<file path="src/rtl/uart_tx_arbiter.sv">
// Round-robin, message-atomic arbiter for the UART TX FIFO write port.
// Ports: clock/reset; per-requester req_valid/req_data/req_last/req_ready;
//        uart_tx_fifo_data/write/full; grant, busy, overlong_error, stall_error.
module uart_tx_arbiter #(
    parameter int NUM_REQ     = 3,
    parameter int MAX_MSG_LEN = 16,
    parameter int STALL_LIMIT = 64
) (
    input  logic                   clock,
    input  logic                   reset,
    input  logic [NUM_REQ-1:0]     req_valid,
    input  logic [8*NUM_REQ-1:0]   req_data,
    input  logic [NUM_REQ-1:0]     req_last,
    output logic [NUM_REQ-1:0]     req_ready,
    output logic [7:0]             uart_tx_fifo_data,
    output logic                   uart_tx_fifo_write,
    input  logic                   uart_tx_fifo_full,
    output logic [NUM_REQ-1:0]     grant,
    output logic                   busy,
    output logic                   overlong_error,
    output logic                   stall_error
);

    localparam int IDX_W = $clog2(NUM_REQ);
    localparam int BC_W  = $clog2(MAX_MSG_LEN + 1);
    localparam int SC_W  = $clog2(STALL_LIMIT + 1);

    localparam logic [0:0] S_IDLE = 1'b0;
    localparam logic [0:0] S_XFER = 1'b1;

    logic [0:0]         r_state;
    logic [NUM_REQ-1:0] r_grant;
    logic [IDX_W-1:0]   r_gidx;
    logic [IDX_W-1:0]   r_last_owner;
    logic [BC_W-1:0]    r_byte_cnt;
    logic [SC_W-1:0]    r_stall_cnt;
    logic               r_ovl_err;
    logic               r_stall_err;

    logic               w_found;
    logic [IDX_W-1:0]   w_pick;
    logic [IDX_W:0]     w_cand;
    logic               w_own_valid;
    logic               w_own_last;
    logic               w_accept;
    logic               w_byte_lim;
    logic               w_stall_lim;
    logic               w_rel_last;
    logic               w_rel_ovl;
    logic               w_rel_stall;
    logic               w_release;

    // Cyclic scan starting just after the previous owner; the extra bit
    // of w_cand holds the unwrapped sum before folding back into range.
    always_comb begin
        w_found = 1'b0;
        w_pick  = '0;
        w_cand  = '0;
        for (int k = 1; k <= NUM_REQ; k++) begin
            w_cand = {1'b0, r_last_owner} + (IDX_W+1)'(k);
            if (w_cand >= (IDX_W+1)'(NUM_REQ)) begin
                w_cand = w_cand - (IDX_W+1)'(NUM_REQ);
            end
            if (!w_found && req_valid[w_cand[IDX_W-1:0]]) begin
                w_found = 1'b1;
                w_pick  = w_cand[IDX_W-1:0];
            end
        end
    end

    // Grant is zero outside XFER, so all datapath outputs idle at zero.
    assign req_ready   = r_grant & req_valid & {NUM_REQ{~uart_tx_fifo_full}};
    assign w_own_valid = |(r_grant & req_valid);
    assign w_own_last  = |(r_grant & req_last);
    assign w_accept    = |req_ready;

    always_comb begin
        uart_tx_fifo_data = '0;
        for (int i = 0; i < NUM_REQ; i++) begin
            uart_tx_fifo_data = uart_tx_fifo_data
                              | (req_data[8*i +: 8] & {8{r_grant[i]}});
        end
    end

    assign uart_tx_fifo_write = w_accept;
    assign grant              = r_grant;
    assign busy               = (r_state == S_XFER);
    assign overlong_error     = r_ovl_err;
    assign stall_error        = r_stall_err;

    assign w_byte_lim  = (r_byte_cnt + BC_W'(1)) == BC_W'(MAX_MSG_LEN);
    assign w_stall_lim = (r_stall_cnt + SC_W'(1)) == SC_W'(STALL_LIMIT);

    // Backpressure (owner valid, FIFO full) matches none of these terms,
    // so both counters simply hold.
    assign w_rel_last  = w_accept & w_own_last;
    assign w_rel_ovl   = w_accept & ~w_own_last & w_byte_lim;
    assign w_rel_stall = ~w_own_valid & w_stall_lim;
    assign w_release   = busy & (w_rel_last | w_rel_ovl | w_rel_stall);

    always_ff @(posedge clock or posedge reset) begin
        if (reset) begin
            r_state      <= S_IDLE;
            r_grant      <= '0;
            r_gidx       <= '0;
            r_last_owner <= IDX_W'(NUM_REQ - 1);
            r_byte_cnt   <= '0;
            r_stall_cnt  <= '0;
            r_ovl_err    <= 1'b0;
            r_stall_err  <= 1'b0;
        end else begin
            r_ovl_err   <= busy & w_rel_ovl;
            r_stall_err <= busy & w_rel_stall;
            case (r_state)
                S_IDLE: begin
                    if (w_found) begin
                        r_state <= S_XFER;
                        r_grant <= NUM_REQ'(1) << w_pick;
                        r_gidx  <= w_pick;
                    end
                end
                S_XFER: begin
                    if (w_release) begin
                        r_state      <= S_IDLE;
                        r_grant      <= '0;
                        r_last_owner <= r_gidx;
                        r_byte_cnt   <= '0;
                        r_stall_cnt  <= '0;
                    end else if (w_accept) begin
                        r_byte_cnt  <= r_byte_cnt + BC_W'(1);
                        r_stall_cnt <= '0;
                    end else if (!w_own_valid) begin
                        r_stall_cnt <= r_stall_cnt + SC_W'(1);
                    end
                end
                default: begin
                    r_state <= S_IDLE;
                    r_grant <= '0;
                end
            endcase
        end
    end

endmodule

</file>
<file path="config.mk">
export PLATFORM = sky130hd
export DESIGN_NAME = uart_tx_arbiter
export DESIGN_NICKNAME = d
export VERILOG_FILES = /design/src/rtl/uart_tx_arbiter.sv
export SDC_FILE = /design/constraint.sdc
export NUM_CORES = 1
export LEC_CHECK = 0
export BUFFER_PORTS_ARGS = -buffer_cell sky130_fd_sc_hd__buf_4
export CAP_MARGIN = 15
export CELL_PAD_IN_SITES_DETAIL_PLACEMENT = 1
export CELL_PAD_IN_SITES_GLOBAL_PLACEMENT = 1
export CORE_MARGIN = 10
export CORE_UTILIZATION = 41
export CTS_BUF_LIST = sky130_fd_sc_hd__clkbuf_4 sky130_fd_sc_hd__clkbuf_8
export CTS_CLUSTER_DIAMETER = 200
export DETAILED_ROUTE_END_ITERATION = 7
export PLACE_DENSITY = 0.88
export SYNTH_ARGS = -nofsm -noshare
export SYNTH_HDL_FRONTEND = slang
export SYNTH_SLANG_ARGS = --single-unit
</file>
<file path="constraint.sdc">
create_clock -name clock -period 6.4 [get_ports clock]
set_input_delay 0.32 -clock clock [delete_from_list [all_inputs] [get_ports clock]]
set_output_delay 0.32 -clock clock [all_outputs]
set_load 0.005 [all_outputs]
</file>
---- After elaboration in Yosys (flattened, before gate mapping) ----
Index checks and enable logic that the tools add are counted.
Widths: inputs -> output; s select.
storage, ports and cells
  flip-flop bits (word level) ............. 22
  input port bits ......................... 33
  output and inout bits ................... 18
  word-level logic and storage cells ...... 88
operators by class
  add/subtract/negate cells ............... 8
  magnitude comparators ................... 6
  equal/unequal tests ..................... 5
  shifts and indexed selects .............. 1
  muxes and demuxes ....................... 26
  bitwise logic cells ..................... 21
  reduce and logical (&&, ||, !) cells .... 13
operator list
  cell                 count
  $and 8x8->8          3
  $mux 7               3
  $or 8x8->8           2
  $mux 2               6
  $mux 5               2
  $reduce_and 2->1     5
  $and 3x3->3          3
  $ge 3x2->1 const B   3
  $lt 2x3->1 const B   3
  $reduce_or 3->1      3
  $mux 1               8
  $add 7x1->7 const B  1
  $and 1x1->1          7
  $eq 7x7->1 const B   1
  $add 2x2->3 const B  2
  $bmux 1 s2           3
  $mux 3               2
  $pmux 3 s2           1
  $sub 2x2->2 const B  3
  $add 5x1->5 const B  1
  $eq 5x5->1 const B   1
  $not 1->1            4
  $add 2x1->3 const B  1
  $ne 3x1->1 const B   1
  other kinds (8)      11

---- Logic depth before layout (Yosys ltp) ----
Gate-level depths: netlist of the first run.
  word-level depth ........................ 15
  depth in mapped cells ................... 8
  mapped depth without buffers ............ 8

---- Worst setup path before layout of the first run ----
OpenSTA, ideal clock, no wires.
  path kind ............................... flip-flop to flip-flop
  from .................................... register r_last_owner[1]
  to ...................................... register r_grant[1], in the netlist grant[1]
  library setup time ...................... 0.119 ns
  data arrival time ....................... 1.951 ns
  data required time ...................... 6.281 ns
  setup slack ............................. 4.330 ns
  stages on the path, launching flop included .. 8
  path buffers ............................ 0
  period minus slack after synthesis ...... 2.070 ns
  cell sequence ........................... dfstp_2 inv_1 ha_1 a221o_1 mux2_2 o21ai_2 nor2_1 o21a_1
between the ends
  word-level cells in the longest chain between the ends .. 15
  elaborated cells on any way between the ends .. 33
  classes of those cells .................. add/sub: 6; order compare: 3; eq/ne: 1; shift: 1; mux: 17; reduce/logical: 5
ends and longest elaborated chain
  item                                       line    text
  start, declared                            34      logic [IDX_W-1:0] r_last_owner;
  start signal, assigned                     106     r_last_owner <= IDX_W'(NUM_REQ - 1);
  start signal, assigned                     126     r_last_owner <= r_gidx;
  $add 2x1->3                                60      w_cand = {1'b0, r_last_owner} + (IDX_W+1)'(k);
  $ge 3x2->1 or $sub 2x2->2 (tied branches)  61, 62
  $mux 2                                     61      if (w_cand >= (IDX_W+1)'(NUM_REQ)) begin
  $bmux 1 s2                                 64      if (!w_found && req_valid[w_cand[IDX_W-1:0]]) begin
  $mux 1 (not written as such)               64
  $mux 1                                     64
  $logic_not 1->1                            64
  $logic_and 1x1->1                          64
  $mux 1                                     64
  $logic_not 1->1                            64
  $logic_and 1x1->1                          64
  $mux 2                                     64
  $shl 1x2->3                                118     r_grant <= NUM_REQ'(1) << w_pick;
  $mux 3                                     116     if (w_found) begin
  $pmux 3 s2                                 114     case (r_state)
  end signal, assigned                       118
  end, declared                              32      logic [NUM_REQ-1:0] r_grant;
Parallel ways exist; a longest one is shown, timed or not. The select of a mux whose other input is x is not followed.
A chain may end at the register's enable or synchronous reset.

---- Final worst setup path of the first run ----
  from .................................... register r_grant[0], in the netlist grant[0]
  to ...................................... output port uart_tx_fifo_write
between the ends
  word-level cells in the longest chain between the ends .. 3
ends and longest elaborated chain
  item                       line  text
  $and 3x3->3 (2 in series)  72    assign req_ready = r_grant & req_valid & {NUM_REQ{~uart_tx_fifo_full}};
  $reduce_or 3->1            75    assign w_accept = |req_ready;
  end, declared              16    output logic uart_tx_fifo_write,
Every way passes these cells.

==> results of run 1 <==
## critical path, stage by stage (launching register included)
cell,delay [ps]
sky130_fd_sc_hd__dfrtp_1,530
sky130_fd_sc_hd__a222oi_1,980
sky130_fd_sc_hd__or2_2,300
sky130_fd_sc_hd__inv_1,80
sky130_fd_sc_hd__buf_4,140
## state kept, by name (all words and copies together), names as in the netlist
| register | count |
|---|---|
| r_gidx | 2 |
| stall_error | 1 |
| r_stall_cnt | 7 |
| grant | 3 |
| overlong_error | 1 |
| busy | 1 |
| r_byte_cnt | 5 |
| r_last_owner | 2 |
## metal layers
metal	vias to the layer above	global-route usage (%)	routed length, µm
met4	0	2.721	44
met5	-	0	0
met3	4	2.511	132
met1	770	16.85	1925
li1	761	-	-
met2	24	29.94	2855
## cells by family after synthesis
kind of cell	count (synthesis)	synth area share [%]
compound gates	52	25.34
xor+xnor	2	1.112
fa+ha+maj	7	5.560
buf+inv	25	6.116
flops	22	35.03
mux	6	4.607
simple gates	64	22.24
## worst min-delay path by stage
stage / startpoint / to / slack (ps) / cells after the start
finish: reset / grant[1] / 230 / 2
global route: reset / r_stall_cnt[0] / 290 / 2
CTS: reset / grant[1] / 260 / 2
detailed placement: r_gidx[0] / r_gidx[0] / 470 / 1
global placement: r_gidx[0] / r_gidx[0] / 460 / 1
floorplan: reset / busy / 310 / 1
## through the flow
step	power (mW)	area (µm²)	util [%]
after floorplan	0.1467	1575	-
final	0.2929	2057	55.77
after global placement	0.1644	1986	53.83
after detailed placement	0.1648	1986	53.83
after global routing	0.3055	2057	55.77
after CTS	0.2969	2057	55.77
## power by group through the flow
| stage | Clock [mW] | Sequential (mW) | Combinational, mW |
|---|---|---|---|
| global route | 0.141 | 0.139 | 0.0254 |
| global placement | 0 | 0.142 | 0.0228 |
| detailed placement | 0 | 0.142 | 0.0231 |
| finish | 0.131 | 0.139 | 0.0228 |
| floorplan | 0 | 0.142 | 0.00505 |
| CTS | 0.135 | 0.139 | 0.0232 |
## final cells by class
class | instances | area (µm²)
fill | 470 | 1632
tap | 48 | 60.06
sequential | 22 | 551.8
multi-input combinational | 131 | 927.1
timing repair buffer | 50 | 375.4
inverter | 19 | 71.32
clock buffer | 3 | 41.29
clock inverter | 1 | 30.03
## cells in the final DEF (no fill, tap or decap), types with 3 or more instances in the layout
| cell | count |
|---|---|
| sky130_fd_sc_hd__a21boi_0 | 5 |
| sky130_fd_sc_hd__a21oi_1 | 7 |
| sky130_fd_sc_hd__a222oi_1 | 9 |
| sky130_fd_sc_hd__and3_1 | 4 |
| sky130_fd_sc_hd__buf_4 | 50 |
| sky130_fd_sc_hd__clkbuf_8 | 3 |
| sky130_fd_sc_hd__dfrtp_1 | 21 |
| sky130_fd_sc_hd__ha_1 | 7 |
| sky130_fd_sc_hd__inv_1 | 19 |
| sky130_fd_sc_hd__nand2_1 | 21 |
| sky130_fd_sc_hd__nand3_1 | 6 |
| sky130_fd_sc_hd__nand4_1 | 4 |
| sky130_fd_sc_hd__nor2_1 | 8 |
| sky130_fd_sc_hd__o21ai_0 | 6 |
| sky130_fd_sc_hd__o22ai_1 | 3 |
| sky130_fd_sc_hd__or2_2 | 4 |
==> tab_implementation.tex, run 1 <==
\begin{tabular}{lr}
\hline
Metric & Value \\
\hline
\multicolumn{2}{l}{\textbf{Final layout}} \\
\quad Non-filler instance count after layout & 274 \\
\quad Area added between synthesis and finish & 30.58\% \\
\quad Share of cells above drive strength 1 & 30.09\% \\
\quad Antenna fix cells & 0 \\
\quad Final \#Nets & 267 \\
\multicolumn{2}{l}{\textbf{Floorplan}} \\
\quad Die Height & 81.99 µm \\
\quad Overall die width & 81.99 µm \\
\quad Count of pins on the block boundary & 51 \\
\quad Core outline area & 0.003689 mm² \\
\quad Die area & 0.006722 mm² \\
\quad Num rows & 22 \\
\quad Starting density of the core & 42.71\% \\
\multicolumn{2}{l}{\textbf{Clocking}} \\
\quad Max clock buf depth & 2 \\
\quad Count of H-tree levels built during CTS & 1 \\
\quad Cts-stage hold buffer count & 0 \\
\quad TritonCTS clock tree & done \\
\quad Clock buffer count from CTS & 3 \\
\quad Root Buffer Master & sky130\_fd\_sc\_hd\_\_clkbuf\_8 \\
\quad Setup fix buffers added after clock tree synthesis & 0 \\
\quad Register clock-pin slew on the reported worst setup and hold paths & 90 ps \\
\quad Later-pin clock latency in the skew report & 270 ps \\
\quad Total of cells resized after clock tree synthesis & 0 \\
\quad \# clock sinks & 22 \\
\multicolumn{2}{l}{\textbf{STA}} \\
\quad Actual transition at the worst max-transition pin & 1059 ps \\
\quad Clock skew after layout & 10.01 ps \\
\quad Unrepaired setup endpoints after global routing & false \\
\quad Fin crit period & 2619 ps \\
\quad Post-Route Setup TNS & 0 ps \\
\quad Worst slew slack as a fraction of its limit & 29.43\% \\
\quad Number of hold violations in the final report & 0 \\
\quad Final setup viols & 0 \\
\quad Number of pins with negative max-slew slack in the final report & 0 \\
\quad Worst hold slack after final layout & 230.5 ps \\
\quad Upper clock frequency limit & 0.3818 GHz \\
\quad Least setup slack across all paths after layout & 3781 ps \\
\quad Part of the cycle the worst path needs & 40.93\% \\
\multicolumn{2}{l}{\textbf{Synthesis}} \\
\quad Synth warn & 0 \\
\quad Flip-flop cell with the highest count after synthesis & sky130\_fd\_sc\_hd\_\_dfrtp\_1 \\
\quad Syn avg cell area & 8.850 µm² \\
\quad Yosys top cell area share & 33.36\% \\
\quad Number of instances in the synthesized netlist & 178 \\
\quad Synth Net Count & 218 \\
\quad Synth async-reset ratio & 100.0\% \\
\quad Post-synth design cell area & 0.001575 mm² \\
\quad Largest cells by area after synthesis & sky130\_fd\_sc\_hd\_\_dfrtp\_1 33\%, sky130\_fd\_sc\_hd\_\_a222oi\_1 5.7\%, sky130\_fd\_sc\_hd\_\_ha\_1 5.6\%, sky130\_fd\_sc\_hd\_\_nand2\_1 5.0\%, sky130\_fd\_sc\_hd\_\_inv\_1 4.5\% \\
\quad Number of enable-type register cells in the synthesized netlist & 0 \\
\quad Count of distinct cell types in the synthesized netlist & 52 \\
\quad Leading area contributor after synthesis & sky130\_fd\_sc\_hd\_\_dfrtp\_1 \\
\quad Top cells by count, synth & 21 x sky130\_fd\_sc\_hd\_\_dfrtp\_1, 21 x sky130\_fd\_sc\_hd\_\_nand2\_1, 19 x sky130\_fd\_sc\_hd\_\_inv\_1, 9 x sky130\_fd\_sc\_hd\_\_a222oi\_1, 8 x sky130\_fd\_sc\_hd\_\_nor2\_1 \\
\quad Register bit total from synthesis & 22 \\
\quad Fraction of the yosys area taken by sequential cells & 35.03\% \\
\multicolumn{2}{l}{\textbf{Setup path}} \\
\quad Crit path required time & 6080 ps \\
\quad Worst Setup EP & uart\_tx\_fifo\_write \\
\quad Crit Path Class & reg2out \\
\quad Worst Setup SP & grant[0] \\
\quad Kind of end point of the critical path & output port \\
\quad Worst setup SP type & flop \\
\quad Worst reg2reg path startpoint & grant[0] \\
\quad Worst R2R Setup Slack & 3830 ps \\
\quad End of the worst register-to-register path & r\_last\_owner[0] \\
\quad Arrival time at the worst endpoint & 2300 ps \\
\quad Worst-path maximum fanout & 13 \\
\quad Worst-case reg-to-reg path depth & 5 \\
\multicolumn{2}{l}{\textbf{Pwr}} \\
\quad Proportion of power drawn by the clock network & 44.8\% \\
\quad Internal power consumption & 0.2363 mW \\
\quad Relative contribution of combinational cells to total power & 7.8\% \\
\quad Total net switching power & 0.05654 mW \\
\quad Proportion of total power due to net switching & 19.30\% \\
\quad Sequential power share & 47.4\% \\
\quad Worst VDD drop & 94.59 µV \\
\quad Leakage dissipation & 1.087 nW \\
\quad Ratio of total power to cell area & 142.4 mW/mm² \\
\multicolumn{2}{l}{\textbf{GRT}} \\
\quad Wire length of the first global-routing pass & 8.114 mm \\
\quad Grt ovf & 0 \\
\quad Largest net degree at the start of global routing & 23 \\
\quad Total track usage & 15.30\% \\
\quad Initial antenna violation count & 0 \\
\quad Via count of the first global-routing pass & 1576 \\
\multicolumn{2}{l}{\textbf{Route}} \\
\quad Detailed Routing Iterations Pass 1 & 5 \\
\quad Final WL & 4.957 mm \\
\quad Vias per Instance & 5.690 \\
\quad Average wire per standard cell & 18.09 µm \\
\quad First DRT Iteration DRCs & 120 \\
\quad Total via count after detailed routing & 1559 \\
\quad Count of antenna-violating nets left after detailed routing & 0 \\
\quad Drc violations & 0 \\
\multicolumn{2}{l}{\textbf{Job}} \\
\quad Reported max-cap violation count & 0 \\
\multicolumn{2}{l}{\textbf{Placed design}} \\
\quad Half-perimeter wire length after placement & 3.922 mm \\
\quad Worst-case setup slack after placement & 3837 ps \\
\quad Post-Place Cells & 270 \\
\quad Input/output buffers & 50 \\
\quad Routability cong. & 0.8027 \\
\multicolumn{2}{l}{\textbf{Worst hold path}} \\
\quad HP Class & in2async \\
\multicolumn{2}{l}{\textbf{Outcome}} \\
\quad Result of the run & finished clean \\
\hline
\end{tabular}
(Power assumes the default switching activity.)
==> inputs of run 2 (changes only) <==
--- a/config.mk
+++ b/config.mk
@@ -10,11 +10,11 @@
 export CELL_PAD_IN_SITES_DETAIL_PLACEMENT = 1
 export CELL_PAD_IN_SITES_GLOBAL_PLACEMENT = 1
 export CORE_MARGIN = 10
-export CORE_UTILIZATION = 41
+export CORE_UTILIZATION = 35
 export CTS_BUF_LIST = sky130_fd_sc_hd__clkbuf_4 sky130_fd_sc_hd__clkbuf_8
 export CTS_CLUSTER_DIAMETER = 200
 export DETAILED_ROUTE_END_ITERATION = 7
-export PLACE_DENSITY = 0.88
+export PLACE_DENSITY = 0.8
 export SYNTH_ARGS = -nofsm -noshare
 export SYNTH_HDL_FRONTEND = slang
 export SYNTH_SLANG_ARGS = --single-unit
==> constraint.sdc (replaced) <==
create_clock -name clock -period 2.4 [get_ports clock]
set_input_delay 0.12 -clock clock [delete_from_list [all_inputs] [get_ports clock]]
set_output_delay 0.12 -clock clock [all_outputs]
set_load 0.005 [all_outputs]
==> run 2 against run 1 <==
Compared with the run above: total power rose to 2.7 times the previous value; highest routed layer unchanged; critical path depth up 3; via count rose by 1.2%; largest power group unchanged; clock skew shrank 1.7 ps.
==> tab_implementation.tex, run 2 (same netlist as run 1, synthesis figures left out) <==
\begin{tabular}{lr}
\hline
Metric & Value \\
\hline
\multicolumn{2}{l}{\textbf{Clocking}} \\
\quad Later-pin clock latency in the skew report & 270 ps (about the same) \\
\quad Count of H-tree levels built during CTS & 1 (unchanged) \\
\quad \# clock sinks & 22 (unchanged) \\
\quad TritonCTS clock tree & done (unchanged) \\
\quad Clock buffer count from CTS & 3 (unchanged) \\
\quad Max clock buf depth & 2 (unchanged) \\
\quad Register clock-pin slew on the reported worst setup and hold paths & 90 ps (about the same) \\
\quad Root Buffer Master & sky130\_fd\_sc\_hd\_\_clkbuf\_8 (unchanged) \\
\quad Setup fix buffers added after clock tree synthesis & 0 (unchanged) \\
\multicolumn{2}{l}{\textbf{STA}} \\
\quad Fin crit period & 2239 ps \\
\quad Number of hold violations in the final report & 0 (unchanged) \\
\quad Worst slew slack as a fraction of its limit & 43.50\% (was 29.43\%) \\
\quad Post-Route Setup TNS & 0 ps (unchanged) \\
\quad Clock skew after layout & 8.343 ps (was 10.01 ps) \\
\quad Unrepaired setup endpoints after global routing & false (unchanged) \\
\quad Number of pins with negative max-slew slack in the final report & 0 (unchanged) \\
\quad Part of the cycle the worst path needs & 93.29\% \\
\quad Actual transition at the worst max-transition pin & 846.6 ps (was 1059 ps) \\
\quad Final setup viols & 0 (unchanged) \\
\quad Upper clock frequency limit & 0.4466 GHz \\
\multicolumn{2}{l}{\textbf{GRT}} \\
\quad Largest net degree at the start of global routing & 23 (unchanged) \\
\quad Via count of the first global-routing pass & 1666 (was 1576) \\
\quad Grt ovf & 0 (unchanged) \\
\quad Total track usage & 13.20\% (was 15.30\%) \\
\quad Initial antenna violation count & 0 (unchanged) \\
\quad Wire length of the first global-routing pass & 8.273 mm (was 8.114 mm) \\
\multicolumn{2}{l}{\textbf{Pwr}} \\
\quad Worst VDD drop & 370.5 µV (was 94.59 µV) \\
\quad Final total power & 0.7882 mW (was 0.2929 mW) \\
\quad Internal power consumption & 0.6304 mW (was 0.2363 mW) \\
\quad Proportion of total power due to net switching & 20.02\% (was 19.30\%) \\
\quad Leakage dissipation & 1.120 nW (was 1.087 nW) \\
\quad Total net switching power & 0.1578 mW (was 0.05654 mW) \\
\quad Sequential power share & 47.0\% (was 47.4\%) \\
\quad Ratio of total power to cell area & 372.1 mW/mm² (was 142.4 mW/mm²) \\
\quad Relative contribution of combinational cells to total power & 7.7\% (was 7.8\%) \\
\quad Proportion of power drawn by the clock network & 45.3\% (was 44.8\%) \\
\multicolumn{2}{l}{\textbf{Worst hold path}} \\
\quad HP Class & in2async (unchanged) \\
\multicolumn{2}{l}{\textbf{Final layout}} \\
\quad Top library cells by usage in the layout, fill and taps aside & 56 x sky130\_fd\_sc\_hd\_\_buf\_4, 21 x sky130\_fd\_sc\_hd\_\_nand2\_1, 21 x sky130\_fd\_sc\_hd\_\_dfrtp\_1 (was 50 x sky130\_fd\_sc\_hd\_\_buf\_4, 21 x sky130\_fd\_sc\_hd\_\_nand2\_1, 21 x sky130\_fd\_sc\_hd\_\_dfrtp\_1) \\
\quad Final \#Nets & 273 (was 267) \\
\quad Largest register FFs & 7 (unchanged) \\
\quad Antenna fix cells & 0 (unchanged) \\
\quad Most frequent standard cell in the layout excluding fill and tap cells & sky130\_fd\_sc\_hd\_\_buf\_4 (unchanged) \\
\quad Area added between synthesis and finish & 34.47\% (was 30.58\%) \\
\quad Share of cells above drive strength 1 & 32.33\% (was 30.09\%) \\
\quad Fin util & 48.65\% (was 55.77\%) \\
\quad Most flops, register & r\_stall\_cnt (unchanged) \\
\multicolumn{2}{l}{\textbf{Floorplan}} \\
\quad Num rows & 24 (was 22) \\
\quad Die area & 0.007584 mm² (was 0.006722 mm²) \\
\quad Count of pins on the block boundary & 51 (unchanged) \\
\quad Starting density of the core & 36.18\% (was 42.71\%) \\
\quad Die Height & 87.09 µm (was 81.99 µm) \\
\quad Core outline area & 0.004354 mm² (was 0.003689 mm²) \\
\quad Overall die width & 87.09 µm (was 81.99 µm) \\
\multicolumn{2}{l}{\textbf{Placed design}} \\
\quad Input/output buffers & 50 (unchanged) \\
\quad Half-perimeter wire length after placement & 3.826 mm (was 3.922 mm) \\
\quad Routability cong. & 0.7840 (was 0.8027) \\
\multicolumn{2}{l}{\textbf{Setup path}} \\
\quad Crit Path Class & reg2reg (was reg2out) \\
\quad Arrival time at the worst endpoint & 2430 ps (was 2300 ps) \\
\quad Kind of end point of the critical path & flop (was output port) \\
\quad Worst setup SP type & flop (unchanged) \\
\quad Crit path required time & 2590 ps (was 6080 ps) \\
\quad Worst-path maximum fanout & 6 (was 13) \\
\multicolumn{2}{l}{\textbf{Route}} \\
\quad Vias per Instance & 5.556 (was 5.690) \\
\quad Total via count after detailed routing & 1578 (was 1559) \\
\quad Drc violations & 0 (unchanged) \\
\quad Final WL & 4.923 mm (was 4.957 mm) \\
\quad Average wire per standard cell & 17.33 µm (was 18.09 µm) \\
\quad Detailed Routing Iterations Pass 1 & 4 (was 5) \\
\quad First DRT Iteration DRCs & 95 (was 120) \\
\quad Count of antenna-violating nets left after detailed routing & 0 (unchanged) \\
\multicolumn{2}{l}{\textbf{Outcome}} \\
\quad Result of the run & finished clean (unchanged) \\
\multicolumn{2}{l}{\textbf{Job}} \\
\quad Reported max-cap violation count & 0 (unchanged) \\
\hline
\end{tabular}
==> run 2: cell types whose count changed in the layout (fill, tap and decap cells not counted), sizes merged <==
cell	change
buf	+6
==> run 2: worst paths after layout <==
kind	cells past startpoint	endpoint	start	slack, ps
setup / recovery	7	grant[2]	r_last_owner[1]	160
min in group clock	4	overlong_error	req_last[1]	220
setup reg to reg	7	grant[2]	r_last_owner[1]	160
hold / removal	2	grant[1]	reset	20
hold reg to reg	2	r_gidx[1]	r_gidx[1]	480
max in group asynchronous	2	r_stall_cnt[2]	reset	1860
==> run 2: critical path: stages, from the launching register on <==
cell and delay (ps):
sky130_fd_sc_hd__dfstp_2 560, sky130_fd_sc_hd__inv_1 60, sky130_fd_sc_hd__ha_1 250, sky130_fd_sc_hd__a221o_1 410, sky130_fd_sc_hd__nor3b_1 200, sky130_fd_sc_hd__o311ai_0 200
sky130_fd_sc_hd__or2_2 340, sky130_fd_sc_hd__a21boi_2 140
==> run 2: layer usage <==
layer	global-route usage [%]	share of wire, %
met1	15.30	41
met2	24.25	55
met3	3.464	3.6
met4	1.178	0.24
met5	0	0
==> run 2: area by class of cell <==
type,instances,area (µm²)
fillers,523,2236
multi-input cells,131,938.4
flip-flops and latches,22,551.8
repair buffers,56,420.4
inverters,19,71.32
well taps,52,65.06
clock buffers,3,41.29
clock inverters,1,30.03
==> run 2: metrics by stage <==
stage	std cells	hold slack, ps	worst slack (ps)	instance area (µm²)
after floorplan	178	108.5	329.8	1575
after global placement	280	344.5	139.2	2036
after detailed placement	280	359.0	59.80	2036
after CTS	284	60.46	26.23	2107
after global routing	284	104.9	36.07	2118
final	284	18.16	161.0	2118
==> run 2: power by group through the flow <==
stage | combinational [mW] | clock (mW) | sequential (mW)
2_1_floorplan | 0.0135 | 0 | 0.378
3_3_place_gp | 0.0590 | 0 | 0.378
3_5_place_dp | 0.0611 | 0 | 0.378
4_1_cts | 0.0611 | 0.365 | 0.370
5_1_grt | 0.0674 | 0.382 | 0.371
6_report | 0.0607 | 0.357 | 0.370
==> run 2: timing repair <==
| item | 4_1_cts | 5_1_grt |
|---|---|---|
| hold buffers | 0 | 0 |
| endpoints found under the setup margin | 0 | 2 |
| hold endpoints to repair | 0 | 0 |
| gates resized for setup | 0 | 3 |
